===== config.mk =====
export PLATFORM = sky130hd
export DESIGN_NAME = piso_readout_ctrl
export DESIGN_NICKNAME = d
export VERILOG_FILES = /design/src/rtl/piso_pkg.sv /design/src/rtl/piso_sclk_gen.sv /design/src/rtl/piso_readout_ctrl.sv
export SDC_FILE = /design/constraint.sdc
export NUM_CORES = 1
export LEC_CHECK = 0
export CORE_MARGIN = 2
export CORE_UTILIZATION = 45
export DETAILED_ROUTE_END_ITERATION = 6
export MAX_ROUTING_LAYER = met4
export PLACE_DENSITY_LB_ADDON = 0.15
export SLEW_MARGIN = 15
export SYNTH_ARGS = -nofsm -noshare
export SYNTH_HDL_FRONTEND = slang
export SYNTH_HIERARCHICAL = 1
export SYNTH_SLANG_ARGS = --single-unit

===== constraint.sdc =====
create_clock -name clk -period 6 [get_ports clk]
set_clock_uncertainty 0.1 [all_clocks]
set_input_delay 1.2 -clock clk [delete_from_list [all_inputs] [get_ports clk]]
set_output_delay 1.2 -clock clk [all_outputs]
set_load 0.03 [all_outputs]

===== src/rtl/piso_pkg.sv =====
// Shared definitions for the PISO error-count readout sequencer.
package piso_pkg;

  localparam int PISO_NUM_CH = 10;
  localparam int PISO_WORD_W = 16;

  typedef enum logic [1:0] {
    IDLE  = 2'd0,
    LOAD  = 2'd1,
    SHIFT = 2'd2,
    DONE  = 2'd3
  } piso_state_t;

  // LSB position of channel c inside the flattened readout bus
  function automatic int ch_lsb(input int c, input int word_w);
    return c * word_w;
  endfunction

endpackage


===== src/rtl/piso_sclk_gen.sv =====
// Divided shift-clock generator: CLK_DIV cycles low, then CLK_DIV cycles high, per period.
module piso_sclk_gen #(
  parameter int CLK_DIV = 4
) (
  input  logic clk,
  input  logic rst_n,
  input  logic en,
  output logic sclk,
  output logic sample_stb,
  output logic period_end
);

  localparam int CNT_W = (2 * CLK_DIV > 2) ? $clog2(2 * CLK_DIV) : 1;
  localparam logic [CNT_W-1:0] HALF      = CNT_W'(CLK_DIV);
  localparam logic [CNT_W-1:0] HALF_LAST = CNT_W'(CLK_DIV - 1);
  localparam logic [CNT_W-1:0] PER_LAST  = CNT_W'(2 * CLK_DIV - 1);

  logic [CNT_W-1:0] cnt;
  logic [CNT_W-1:0] cnt_nxt;
  logic             run;

  // en describes the coming cycle, so the first enabled cycle starts at count 0
  always_comb begin
    cnt_nxt = '0;
    if (en && run && (cnt != PER_LAST)) begin
      cnt_nxt = cnt + 1'b1;
    end
  end

  always_ff @(posedge clk or negedge rst_n) begin
    if (!rst_n) begin
      cnt  <= '0;
      run  <= 1'b0;
      sclk <= 1'b0;
    end else begin
      cnt  <= cnt_nxt;
      run  <= en;
      sclk <= en && (cnt_nxt >= HALF);
    end
  end

  assign sample_stb = run && (cnt == HALF_LAST);
  assign period_end = run && (cnt == PER_LAST);

endmodule


===== src/rtl/piso_readout_ctrl.sv =====
// Sequences load/shift of the testchip PISO error counters and assembles one word per channel.
module piso_readout_ctrl
  import piso_pkg::*;
#(
  parameter int NUM_CH  = PISO_NUM_CH,
  parameter int WORD_W  = PISO_WORD_W,
  parameter int CLK_DIV = 4
) (
  input  logic                     clk,
  input  logic                     rst_n,
  input  logic                     start_i,
  input  logic                     abort_i,
  input  logic [NUM_CH-1:0]        q_i,
  output logic                     chip_load_o,
  output logic                     chip_sclk_o,
  output logic                     busy_o,
  output logic                     done_o,
  output logic [NUM_CH*WORD_W-1:0] data_o
);

  localparam int BIT_W = $clog2(WORD_W + 1);
  localparam int IDX_W = $clog2(WORD_W);

  piso_state_t       state;
  piso_state_t       state_nxt;
  logic [BIT_W-1:0]  bit_cnt;
  logic [IDX_W-1:0]  bit_idx;
  logic [WORD_W-1:0] shadow [NUM_CH];
  logic              sclk_en;
  logic              sample_stb;
  logic              period_end;

  always_comb begin
    state_nxt = state;
    case (state)
      IDLE:    if (start_i) state_nxt = LOAD;
      LOAD: begin
        if (abort_i)         state_nxt = IDLE;
        else if (period_end) state_nxt = SHIFT;
      end
      SHIFT: begin
        if (abort_i) state_nxt = IDLE;
        else if (period_end && (bit_cnt == BIT_W'(WORD_W - 1))) state_nxt = DONE;
      end
      DONE:    state_nxt = IDLE;
      default: state_nxt = IDLE;
    endcase
  end

  // Driven from the next state so an abort stops the shift clock on the same edge
  assign sclk_en = (state_nxt == LOAD) || (state_nxt == SHIFT);
  assign busy_o  = (state == LOAD) || (state == SHIFT);
  assign bit_idx = bit_cnt[IDX_W-1:0];

  piso_sclk_gen #(
    .CLK_DIV(CLK_DIV)
  ) u_sclk_gen (
    .clk       (clk),
    .rst_n     (rst_n),
    .en        (sclk_en),
    .sclk      (chip_sclk_o),
    .sample_stb(sample_stb),
    .period_end(period_end)
  );

  always_ff @(posedge clk or negedge rst_n) begin
    if (!rst_n) begin
      state       <= IDLE;
      bit_cnt     <= '0;
      chip_load_o <= 1'b0;
      done_o      <= 1'b0;
      data_o      <= '0;
    end else begin
      state       <= state_nxt;
      chip_load_o <= (state_nxt == LOAD);
      done_o      <= (state_nxt == DONE);
      if ((state_nxt == LOAD) && (state != LOAD)) begin
        bit_cnt <= '0;
      end else if ((state == SHIFT) && period_end) begin
        bit_cnt <= bit_cnt + 1'b1;
      end
      // Publish on the edge into DONE so data_o and done_o change together
      if (state_nxt == DONE) begin
        for (int c = 0; c < NUM_CH; c++) begin
          data_o[ch_lsb(c, WORD_W) +: WORD_W] <= shadow[c];
        end
      end
    end
  end

  // Shift data is captured at the end of the low half, after a full half-period to settle
  always_ff @(posedge clk) begin
    if ((state == SHIFT) && sample_stb) begin
      for (int c = 0; c < NUM_CH; c++) begin
        shadow[c][bit_idx] <= q_i[c];
      end
    end
  end

endmodule


======== Word level (Yosys, flattened, before mapping) ========
Memories as Yosys holds them, arrays and structs flattened. A register that Yosys moved wholly into a read port is not among the register bits.
Cells that the tools add are included.
storage, ports and cells
  output and inout port bits .............. 164
  RAM bits ................................ 160
  memories kept ........................... 1
  bits of input ports ..................... 14
  word-level logic and storage cells ...... 61
  register bits ........................... 14
memories
  memory  depth  width  read ports  clocked after Yosys merged registers in  write ports  line                     source
  shadow  10     16     10          10                                       10           piso_readout_ctrl.sv:28  logic [WORD_W-1:0] shadow [NUM_CH];
operators by class
  mux-type cells .......................... 13
  add/sub/neg operators ................... 2
  reductions and logical operators ........ 24
  equal/unequal tests ..................... 11
  $lt $le $gt $ge ......................... 3
operator list
  operator                                             count
  two-way mux 16 bit                                   1
  logical AND 1 bit                                    10
  logical NOT 1 bit                                    10
  two-way mux 2 bit                                    5
  two-way mux 5 bit                                    2
  == test 2 bit, second input constant                 4
  case mux 2 bit (4 select lines)                      1
  adder 5 x 1 -> 5 bit, second input constant          1
  == test 5 x 4 -> 1 bit, second input constant        1
  < comparator 4 x 5 -> 1 bit, second input constant   1
  demux 1 bit (select 4 bit)                           1
  == test 2 x 1 -> 1 bit, second input constant        2
  >= comparator 4 x 1 -> 1 bit, second input constant  1
  adder 3 x 1 -> 3 bit, second input constant          1
  == test 3 x 2 -> 1 bit, second input constant        1
  == test 3 bit, second input constant                 1
  >= comparator 3 bit, second input constant           1
  two-way mux 3 bit                                    1
  != test 3 bit, second input constant                 1
  logical NOT 2 bit                                    1
  logical OR 1 bit                                     2
  two-way mux 1 bit                                    2
  != test 2 x 1 -> 1 bit, second input constant        1
  nonzero test 2 bit                                   1

======== Depth between registers and ports, before layout ========
  depth after elaboration ................. 13
  depth in mapped cells ................... 12
  gate-level depth less buffers ........... 9

======== By module ========
Netlist, hierarchy kept.
by module, submodules not included
  module             area each (sq um)  cells each  seq. area each (sq um)  instances
  piso_readout_ctrl  11858.9            581         9033.7                  1
  piso_sclk_gen      227.7              15          125.1                   1

======== Least setup slack after synthesis ========
No wires, ideal clock.
  path kind ............................... in2reg
  from .................................... input port abort_i
  to ...................................... register data_o[100], read port of shadow
  stages on the path ...................... 6
  buffers on the path ..................... 3
  library setup time ...................... 0.125 ns
  required time ........................... 5.775 ns
  path slack .............................. 3.111 ns
  data arrival time ....................... 2.664 ns
  cells stage by stage .................... o41ai_1 -> ha_1 -> buf_6 -> buf_6 -> buf_6 -> mux2_4
between the ends
  cells in the longest elaborated chain, start to end .. 3
  elaborated cells between the ends (all ways) .. 4
  classes of those cells .................. eq/ne (1); mux (3)
RTL lines
  item                                         line                                              source
  start, declared                              piso_readout_ctrl.sv:12                           input logic abort_i,
  two-way mux 2 bit, on equally long branches  piso_readout_ctrl.sv:42, piso_readout_ctrl.sv:38
  case mux 2 bit (4 select lines) *            piso_readout_ctrl.sv:35                           case (state)
  == test 2 bit *                              piso_readout_ctrl.sv:83                           if (state_nxt == DONE) begin
  end, declared                                piso_readout_ctrl.sv:18                           output logic [NUM_CH*WORD_W-1:0] data_o
Every way passes the cells marked *; elsewhere a longest branch is shown, timed or not.
A chain may end at the register's enable or synchronous reset.

======== Final worst setup path ========
  from .................................... register u_sclk_gen.cnt[0]
  to ...................................... register data_o[118], read port of shadow
between the ends
  cells in the longest elaborated chain, start to end .. 7
  elaborated cells between the ends (all ways) .. 9
  classes of those cells .................. eq/ne (2); mux (5); reduce/logical (2)
RTL lines
  item                               line                     source
  start, declared                    piso_sclk_gen.sv:18      logic [CNT_W-1:0] cnt;
  start signal, assigned             piso_sclk_gen.sv:36      cnt <= cnt_nxt;
  == test 3 bit *                    piso_sclk_gen.sv:43      assign period_end = run && (cnt == PER_LAST);
  logical AND 1 bit *                piso_sclk_gen.sv:43
  net period_end                     piso_readout_ctrl.sv:31  logic period_end;
  logical AND 1 bit                  piso_readout_ctrl.sv:43  else if (period_end && (bit_cnt == BIT_W'(WORD_W - 1))) state_nxt = DONE;
  two-way mux 2 bit                  piso_readout_ctrl.sv:43
  two-way mux 2 bit                  piso_readout_ctrl.sv:42  if (abort_i) state_nxt = IDLE;
  case mux 2 bit (4 select lines) *  piso_readout_ctrl.sv:35
  net state_nxt[0]                   piso_readout_ctrl.sv:25  piso_state_t state_nxt;
  == test 2 bit *                    piso_readout_ctrl.sv:83
Mark *: on every way through the listed nets, which the timed path passes. The rest lies on a longest branch.

==> impl_metrics.yaml <==
setup_path:
  worst-path-buf-inv: 2
  required_ns: 6.28
  cp_cell_sequence: "ha_1, ha_1, and2_2, inv_1, a21oi_1, o41ai_1, ha_4, buf_12, mux2_4"
  path_max_fanout: 88
  criticalPathCategory: "flop to flop"
  cp_common_cell: "ha_1"
  critPathSlowestCell: "o41ai_1"
  cp.arrival_ns: 3.85
  critical-path-top-delay-family: "adder cells"
  critPathCaptureType: "flop"
  slowest_delay_ns: 0.71
  start_kind: "flop"
sta:
  fmax_mhz: 280
  rsz0062_at_grt: "no"
  min_period_ns: 3.57
  drv_slew: 0
  setup_viol_count_final: 0
  fin_crit_sh_pct: 59.5
  tns_ns: 0
  relSlewSlack_pct: 32.8
  hold_violations: 0
  worstMarginPinSlew_ns: 1.01
  fin_ws_ns: 2.43
route:
  viasPerCell: 5.08
  route.vias.total: 5873
  drt_first_pass_iters: 4
  ant_nets: 0
  drc: 0
  drt-initial-drc-count: 464
  drt_wl_total_um: 25900
  wl_per_cell_um: 22.4
power:
  p_sw_uw: 945
  intPower_uw: 3710
  power_frac_comb_pct: 3.0
  clock_power_share_pct: 44.8
  switching_share_pct: 20.3
  cellPowerDensity_mw_per_mm2: 304
  share_seq_of_total_power_pct: 52.3
  p_leak_uw: 0.00630
  peakVddDrop_uv: 167
clock_tree:
  worstSkewPairLatency_ns: 0.50
  cts_tree: "done"
  cts.hold.buffers_added: 0
  clk_pin_slew_ns: 0.06
  root_buffer: "clkbuf_16"
  htreeDepth: 2
  clk_path_buf_depth: 3
  clock-sinks: 334
  post_cts_buffers: 0
  ctsResizeCount: 0
  numCtsBuffers: 35
yosys:
  yosys_warnings: 6
  synth-edff-count: 160
  synth_xor_area_share_pct: 0.145
  synthAdderAreaFrac_pct: 1.35
  yosysMostFrequentCell: "dfrtp_1"
  ys_ff_latch: 334
  synthMuxAreaShare_pct: 18.0
  synthTopCellsByCount: "dfrtp_1, edfxtp_1, mux2_4"
  syn_inst: 596
  synthArstFlopShare_pct: 52.1
  synthFlopType: "dfrtp_1"
  synth_top_family_by_area: "multiplexers"
  synth-compound-area-share_pct: 0.673
  synth_fp_nets: 623
  synth_largest_area_cell: "edfxtp_1"
  ys_seq_area_share_pct: 75.8
  syn_avg_cell_area_um2: 20.3
  yosysUniqueCellTypes: 34
  synth_top_cells_by_area: "edfxtp_1, dfrtp_1, mux2_4"
  syn_area_mm2: 0.0121
  synth_top_cell_area_share_pct: 39.8
  synth_simple_gate_area_share_pct: 2.24
floorplan:
  start_util_pct: 46.1
  chipHeight_um: 168
  die_x_um: 168
  rows: 59
  ios: 178
  die-area_mm2: 0.0282
  coreArea_mm2: 0.0262
grt:
  grt_max_degree: 89
  antenna_found_initial: 0
  grt_pass1_wl_um: 39000
  grt_pass1_vias: 6158
  overflow: 0
  grtUsageTotal_pct: 19.2
cells_and_area:
  fin_cells: 1156
  drive_gt1_share_pct: 27.6
  nets: 822
  syn_to_final_growth_pct: 26.6
  antenna_cells: 0
worst_hold_path:
  hold_class: "flop to flop"
place:
  place.gp.congestion: 0.755
  port_buffers: 177
  place_inst: 1093
  hpwl_um: 16000
  dp_slack_ns: 1.99
flow_run:
  cap_viol_max_count: 0
status:
  status: "completed"
metrics by stage:
step	utilization (%)	total power, uW	instance area (um2)	hold slack (ns)
6_report	58.4	4650	15300	0.372
4_1_cts	58.4	4690	15300	0.376
5_1_grt	58.4	4810	15300	0.383
3_3_place_gp	54.1	2610	14200	0.357
3_5_place_dp	54.1	2620	14200	0.362
2_1_floorplan	-	2530	12100	0.354
worst paths after layout:
| path | startpoint | endpoint | slack, ns | cells past startpoint |
|---|---|---|---|---|
| max | u_sclk_gen/cnt[0] | data_o[118] | 2.43 | 9 |
| min | shadow[8][6] | data_o[134] | 0.37 | 1 |
| max reg2reg | u_sclk_gen/cnt[0] | data_o[118] | 2.43 | 9 |
| min reg2reg | shadow[8][6] | data_o[134] | 0.37 | 1 |
| max in group asynchronous | rst_n | data_o[22] | 3.99 | 2 |
| min in group asynchronous | rst_n | data_o[91] | 0.64 | 1 |
layout make-up:
class	count	area, um2
sequential	334	9160
clock buffer	52	1040
multi-input combinational	232	2740
inverter	8	30.0
timing repair buffer	184	1840
tap	335	419
fill	1910	10900
clock inverter	11	82.6
state kept, by name (all words and copies together), names as in the netlist:
| signal | count |
|---|---|
| data_o | 160 |
| shadow | 160 |
| bit_cnt | 5 |
| u_sclk_gen/cnt | 3 |
| state | 2 |
| chip_load_o | 1 |
| done_o | 1 |
| u_sclk_gen/run | 1 |
| u_sclk_gen/sclk | 1 |
power by group through the flow:
stage,registers (uW),clock network (uW),logic [uW]
6_report,2430,2080,139
2_1_floorplan,2480,0,54.5
3_5_place_dp,2470,0,143
5_1_grt,2430,2220,157
3_3_place_gp,2470,0,134
4_1_cts,2430,2120,142
placed cells by master, fill, tap and decap left out, types with 2 or more instances in the layout:
cell	Yosys	final
clkinv_2	0	6
nand2_1	4	4
and4bb_1	3	3
clkdlybuf4s50_1	0	176
mux2_4	100	100
a21oi_1	4	4
clkinv_1	0	2
clkbuf_16	0	37
and2_1	11	11
clkbuf_8	0	6
nor2_1	8	6
edfxtp_1	160	160
nand3_1	3	3
mux2_2	60	60
ha_1	13	12
inv_1	8	8
nor2b_1	2	2
dfrtp_1	174	174
clkinvlp_4	0	2
and3_1	4	4
nor2_2	0	2
buf_4	2	6
o21ai_0	3	3
clkbuf_1	1	9
worst register-to-register path, cell delays in order (launching register included):
cell     delay (ns)
dfrtp_1        0.39
ha_1           0.24
ha_1           0.23
and2_2         0.28
inv_1          0.07
a21oi_1        0.05
o41ai_1        0.71
ha_4           0.40
buf_12         0.48
mux2_4         0.49
kinds of logic after synthesis:
family          Yosys count
flops                   334
mux                     160
buf+inv                  30
simple gates             44
compound gates           13
fa+ha+maj                13
xor+xnor                  2
metal layers:
layer  up-vias  GRT usage [%]  wire length, um
li1       2576              -                -
met1      3056           27.1            12100
met2       190           29.3            12200
met3        51           3.24             1140
met4         0           4.99              525
met5         -              -                0
Note: power is estimated with default switching activity, not from simulation.
